## config.mk

```make
export PLATFORM = sky130hd
export DESIGN_NAME = pattern_frame_loader
export DESIGN_NICKNAME = d
export VERILOG_FILES = /design/src/rtl/pattern_frame_loader.sv
export SDC_FILE = /design/constraint.sdc
export NUM_CORES = 2
export LEC_CHECK = 0
export CAP_MARGIN = 20
export CORE_MARGIN = 8
export CORE_UTILIZATION = 50
export CTS_CLUSTER_DIAMETER = 150
export DETAILED_ROUTE_END_ITERATION = 8
export PLACE_DENSITY = 0.74
export SYNTH_ARGS = -nofsm -noshare
export SYNTH_HDL_FRONTEND = slang
export SYNTH_SLANG_ARGS = --single-unit
```

## constraint.sdc

```tcl
create_clock -name clk_in -period 179.5 [get_ports clk_in]
set_input_delay 35.9 -clock clk_in [delete_from_list [all_inputs] [get_ports clk_in]]
set_output_delay 35.9 -clock clk_in [all_outputs]
set_load 0.01 [all_outputs]
```

## src/rtl/pattern_frame_loader.sv

```systemverilog
// Framed pattern upload parser: hunts for SYNC_BYTE, assembles a shadow pattern, commits atomically, fires trig.
// Optional trailing checksum byte is enabled by defining PFL_CHECKSUM_EN.
module pattern_frame_loader #(
  parameter int         MAX_BITS    = 1024,
  parameter int         TIMEOUT_CYC = 65535,
  parameter int         TRIG_CYCLES = 4,
  parameter logic [7:0] SYNC_BYTE   = 8'hA5
) (
  input  logic                clk_in,
  input  logic                rst,
  input  logic [7:0]          rx_data,
  input  logic                rx_valid,
  output logic                rx_ready,
  input  logic                busy,
  input  logic                trig_req,
  output logic [MAX_BITS-1:0] data_reg,
  output logic [9:0]          seq_length,
  output logic                trig,
  output logic                frame_ok,
  output logic                frame_err,
  output logic [1:0]          err_code
);

  localparam int              SHW       = ((MAX_BITS + 7) / 8) * 8;
  localparam int              GW        = $clog2(TIMEOUT_CYC + 1);
  localparam int              TCW       = $clog2(TRIG_CYCLES + 1);
  localparam logic [9:0]      MAX_LEN   = 10'((MAX_BITS > 1023) ? 1023 : MAX_BITS);
  localparam logic [GW-1:0]   GAP_LAST  = GW'(TIMEOUT_CYC - 1);
  localparam logic [GW-1:0]   GAP_ONE   = GW'(1);
  localparam logic [TCW-1:0]  TRIG_N    = TCW'(TRIG_CYCLES);
  localparam logic [TCW-1:0]  TRIG_ONE  = TCW'(1);

  typedef enum logic [2:0] {
    S_HUNT   = 3'd0,
    S_HDR    = 3'd1,
    S_LEN_LO = 3'd2,
    S_DATA   = 3'd3,
    S_CSUM   = 3'd4,
    S_COMMIT = 3'd5,
    S_TRIG   = 3'd6
  } state_t;

  // Keeps only the bits of the current data byte that fall below the frame length.
  function automatic logic [7:0] tail_mask(input logic [10:0] rem);
    logic [7:0] m;
    m = 8'h00;
    for (int j = 0; j < 8; j++) begin
      m[j] = (rem > 11'(j));
    end
    return m;
  endfunction

  state_t           state_r;
  logic [9:0]       len_r;
  logic             len_ovf_r;
  logic             auto_trig_r;
  logic [7:0]       byte_idx_r;
  logic [GW-1:0]    gap_r;
  logic [TCW-1:0]   trig_cnt_r;
  logic [SHW-1:0]   shadow_r;
`ifdef PFL_CHECKSUM_EN
  logic [7:0]       csum_r;
`endif

  logic             ready_s;
  logic             accept_s;
  logic [9:0]       len_s;
  logic [7:0]       n_bytes_s;
  logic [10:0]      rem_s;
  logic             last_byte_s;

  // Byte-accept handshake and frame-length bookkeeping.
  always_comb begin
    ready_s = 1'b0;
    case (state_r)
      S_HUNT:                          ready_s = ~trig_req;
      S_HDR, S_LEN_LO, S_DATA, S_CSUM: ready_s = 1'b1;
      default:                         ready_s = 1'b0;
    endcase
    accept_s    = rx_valid & ready_s & ~rst;
    len_s       = {len_r[9:8], rx_data};
    n_bytes_s   = 8'((11'(len_r) + 11'd7) >> 3);
    rem_s       = 11'(len_r) - {byte_idx_r, 3'b000};
    last_byte_s = (byte_idx_r == (n_bytes_s - 8'd1));
  end

  assign rx_ready = ready_s & ~rst;

  // Frame parser, commit and trigger sequencer.
  always_ff @(posedge clk_in or posedge rst) begin
    if (rst) begin
      state_r     <= S_HUNT;
      data_reg    <= '0;
      seq_length  <= 10'd0;
      trig        <= 1'b0;
      frame_ok    <= 1'b0;
      frame_err   <= 1'b0;
      err_code    <= 2'd0;
      len_r       <= 10'd0;
      len_ovf_r   <= 1'b0;
      auto_trig_r <= 1'b0;
      byte_idx_r  <= 8'd0;
      gap_r       <= '0;
      trig_cnt_r  <= '0;
      shadow_r    <= '0;
`ifdef PFL_CHECKSUM_EN
      csum_r      <= 8'h00;
`endif
    end else begin
      frame_ok  <= 1'b0;
      frame_err <= 1'b0;
      case (state_r)
        S_HUNT: begin
          gap_r <= '0;
          if (trig_req && !busy && (seq_length != 10'd0)) begin
            state_r    <= S_TRIG;
            trig_cnt_r <= '0;
          end else if (accept_s && (rx_data == SYNC_BYTE)) begin
            state_r <= S_HDR;
          end
        end
        S_HDR, S_LEN_LO, S_DATA, S_CSUM: begin
          if (accept_s) begin
            gap_r <= '0;
            case (state_r)
              S_HDR: begin
                auto_trig_r <= rx_data[7];
                // Nonzero reserved header bits encode a length beyond the 10-bit field.
                len_ovf_r   <= |rx_data[6:2];
                len_r       <= {rx_data[1:0], 8'h00};
`ifdef PFL_CHECKSUM_EN
                csum_r      <= rx_data;
`endif
                state_r     <= S_LEN_LO;
              end
              S_LEN_LO: begin
                if (len_ovf_r || (len_s == 10'd0) || (len_s > MAX_LEN)) begin
                  frame_err <= 1'b1;
                  err_code  <= 2'd1;
                  state_r   <= S_HUNT;
                end else begin
                  len_r      <= len_s;
                  shadow_r   <= '0;
                  byte_idx_r <= 8'd0;
`ifdef PFL_CHECKSUM_EN
                  csum_r     <= csum_r ^ rx_data;
`endif
                  state_r    <= S_DATA;
                end
              end
              S_DATA: begin
                for (int b = 0; b < SHW / 8; b++) begin
                  if (8'(b) == byte_idx_r) begin
                    shadow_r[8*b +: 8] <= rx_data & tail_mask(rem_s);
                  end
                end
                byte_idx_r <= byte_idx_r + 8'd1;
`ifdef PFL_CHECKSUM_EN
                csum_r <= csum_r ^ rx_data;
                if (last_byte_s) begin
                  state_r <= S_CSUM;
                end
`else
                if (last_byte_s) begin
                  state_r <= S_COMMIT;
                end
`endif
              end
              S_CSUM: begin
`ifdef PFL_CHECKSUM_EN
                if (rx_data == csum_r) begin
                  state_r <= S_COMMIT;
                end else begin
                  frame_err <= 1'b1;
                  err_code  <= 2'd3;
                  state_r   <= S_HUNT;
                end
`else
                state_r <= S_COMMIT;
`endif
              end
              default: state_r <= S_HUNT;
            endcase
          end else if (gap_r == GAP_LAST) begin
            frame_err <= 1'b1;
            err_code  <= 2'd2;
            state_r   <= S_HUNT;
          end else begin
            gap_r <= gap_r + GAP_ONE;
          end
        end
        S_COMMIT: begin
          if (!busy) begin
            data_reg   <= shadow_r[MAX_BITS-1:0];
            seq_length <= len_r;
            frame_ok   <= 1'b1;
            trig_cnt_r <= '0;
            state_r    <= auto_trig_r ? S_TRIG : S_HUNT;
          end
        end
        S_TRIG: begin
          if (trig_cnt_r != TRIG_N) begin
            trig       <= 1'b1;
            trig_cnt_r <= trig_cnt_r + TRIG_ONE;
          end else begin
            trig    <= 1'b0;
            state_r <= S_HUNT;
          end
        end
        default: state_r <= S_HUNT;
      endcase
    end
  end

endmodule

```

==> run metrics <==
die footprint 169000 um^2; post-synthesis cell area 78200 um^2; commonest non-fill, non-tap cell in the layout dfrtp_1; sequential fraction of the synthesis area 67.4%; worst slew pin tran 1.18 ns; hold endpoint data_reg[954]; cell taking the most area after synthesis dfrtp_1; Die H 412 um; number of CTS-inserted buffers 204; post-synth top area share 67.4%; Final Cell Area 97700 um^2; reg2reg start state_r[0]; Pwr Total 1230 uW; FMAX 0.0136 GHz; Skew-Pair Late Insertion Delay 0.84 ns; CP max FO 3; dominant cells by area after synthesis dfrtp_1 (67%), mux2_2 (15%), o21ai_0 (6.1%); row cnt 145; FF-to-FF setup slack 173.44 ns; WS Path Type input pin to primary output; Detailed Route Iter0 Violations 3711; library cells used by synthesis 59; clock sinks 2105; hold_buf cts 0; CTS tree done; crit path DAT 37.65 ns; Final Hold Viols 0; via count 51419; Die X 412 um; Setup crit start kind input pin; Tmin final 73.55 ns; Slew headroom 21.4%; post-CTS sizing 0; dpl hpwl 157000 um; Power Density 12.6 nW/um^2; Comb pwr share 17.2%; first-pass GRT wire length 350000 um; P_sw 354 uW; ANT nets after route 0; Leak 0.0454 uW; initial antenna violation count 10; Total Routing Usage GR 27.7%; root buf cell clkbuf_16; drt first pass iters 5; core area 156000 um^2; Congestion Overflow GR 0; Synth warnings 0; worst vdd ir 0.00965 mV; largest net degree at the start of global routing 182; Post-DP Area 90600 um^2; hold_sp shadow_r[954]; Synth Area per Inst 12.9 um^2; synthesized flop and latch total 2105; most frequent cells in the layout dfrtp_1 (2105), nand2_1 (1063), clkdlybuf4s50_1 (1052), mux2_2 (1035), o21ai_0 (951); Initial Util 50.2%; wire length per cell 25.8 um; Setup TNS Final 0 ns; status completed; total wire length 239000 um; fillcell total 11827; fin nets 7069; top_reg_cell synth dfrtp_1; # setup viols final 0; Post-Syn Nets 6096; Post-synth EDFFs 0; IO buf count 1052; final critical-path share of the clock period 41.0%; part of the power in registers 47.5%; Area Overhead vs Synth 25.0%; vias in the first global route 52492; Boundary Pins 1053; CP required 143.60 ns; MaxCap Viol Count 0; hold path depth 1; cell count after synthesis 6066; hold crit path type flop to flop; async set or reset register ratio after synthesis 100%; final setup skew 0.0594 ns; R2R cell count 8; Clock Tree Buf Depth 3; Post-CTS Repair Setup Buffers 0; detailed-route DRC error count 0; Max H-tree Level 4; Worst-path clk slew 0.06 ns; clock power share 35.3%; share of layout cells above drive strength 1 22.0%; Critical R2R Capture data_reg[230]; internal power 874 uW; routability congestion estimate 0.820; switching share of total power 28.8%; CP endpoint kind primary output; vias per std cell 5.54; Slew Limit Fails 0; RSZ-0062 raised after global routing no
[synthesized netlist by cell type, types with 3 or more instances]
library cell  number
dfrtp_1         2105
nand2_1         1063
mux2_2          1035
o21ai_0          951
clkbuf_1         219
buf_2            169
o21ai_1           98
a21oi_2           78
a21oi_1           59
nor2_1            44
nor2b_1           24
inv_1             19
nand3_1           17
ha_1              16
and3_1            15
nor3_1            15
xnor2_1           15
xor2_1            14
a22o_1             9
and2_1             8
o211ai_1           8
or3_1              7
and4_1             5
nand2b_1           5
nor4_1             5
a21o_1             4
buf_4              4
mux2i_1            4
o21a_1             4
o31ai_1            4
a41oi_1            3
nand4_1            3
o2111ai_1          3
o22ai_1            3
[per-stage QoR]
stage	std cells	util, %	hold WS (ns)	worst slack, ns
final	9279	62.7	0.456	105.95
after global routing	9271	62.7	0.468	105.93
after CTS	9248	62.5	0.444	105.89
after detailed placement	8869	58.1	0.464	105.89
after global placement	8864	58.1	0.455	105.94
after floorplan	6066	-	0.444	84.13
[worst max-delay path by stage]
stage	startpoint	end	cells after the start
after global routing	trig_req	rx_ready	4
after detailed placement	trig_req	rx_ready	4
after global placement	trig_req	rx_ready	4
after CTS	trig_req	rx_ready	4
final	trig_req	rx_ready	4
after floorplan	rst	auto_trig_r	1
[kinds of logic after synthesis]
| kind of cell | count (synthesis) | synth area share (%) |
|---|---|---|
| AO/OA/AOI/OAI | 1237 | 8.50 |
| XOR/XNOR | 29 | 0.325 |
| adder cells (fa/ha/maj) | 17 | 0.282 |
| buffers and inverters | 414 | 2.29 |
| flip-flops | 2105 | 67.4 |
| multiplexers | 1041 | 15.0 |
| AND/OR/NAND/NOR | 1223 | 6.27 |
[critical path, cell delays in order]
cell	delay [ns]
clkdlybuf4s50_1	0.44
nor4b_2	0.21
nor3_1	0.46
clkdlybuf4s50_1	0.63
[area by class of cell]
cell class / instances / area, um^2 / area share, %
tap: 2058 / 2570 / 2.63
inverter: 19 / 78.8 / 0.0806
antenna: 9 / 22.5 / 0.0230
timing repair buffer: 1162 / 11600 / 11.9
multi-input combinational: 3547 / 23900 / 24.4
sequential: 2105 / 52700 / 53.9
clock inverter: 68 / 802 / 0.821
clock buffer: 311 / 6110 / 6.25
[power groups by stage]
stage / logic, uW / clock network, uW / registers, uW
after detailed placement: 211 / 0 / 590
after global placement: 206 / 0 / 585
final: 212 / 433 / 583
after CTS: 213 / 441 / 582
after global routing: 231 / 459 / 590
after floorplan: 115 / 0 / 587
[metal layers]
metal | global-route usage [%] | vias up | wire length [um]
met1 | 33.8 | 26636 | 92200
met4 | 16.0 | 4 | 16600
met2 | 43.1 | 1614 | 109000
met3 | 9.25 | 515 | 20900
li1 | - | 22650 | -
met5 | 0 | - | 26
No activity file was read; power rests on OpenSTA's default activity.
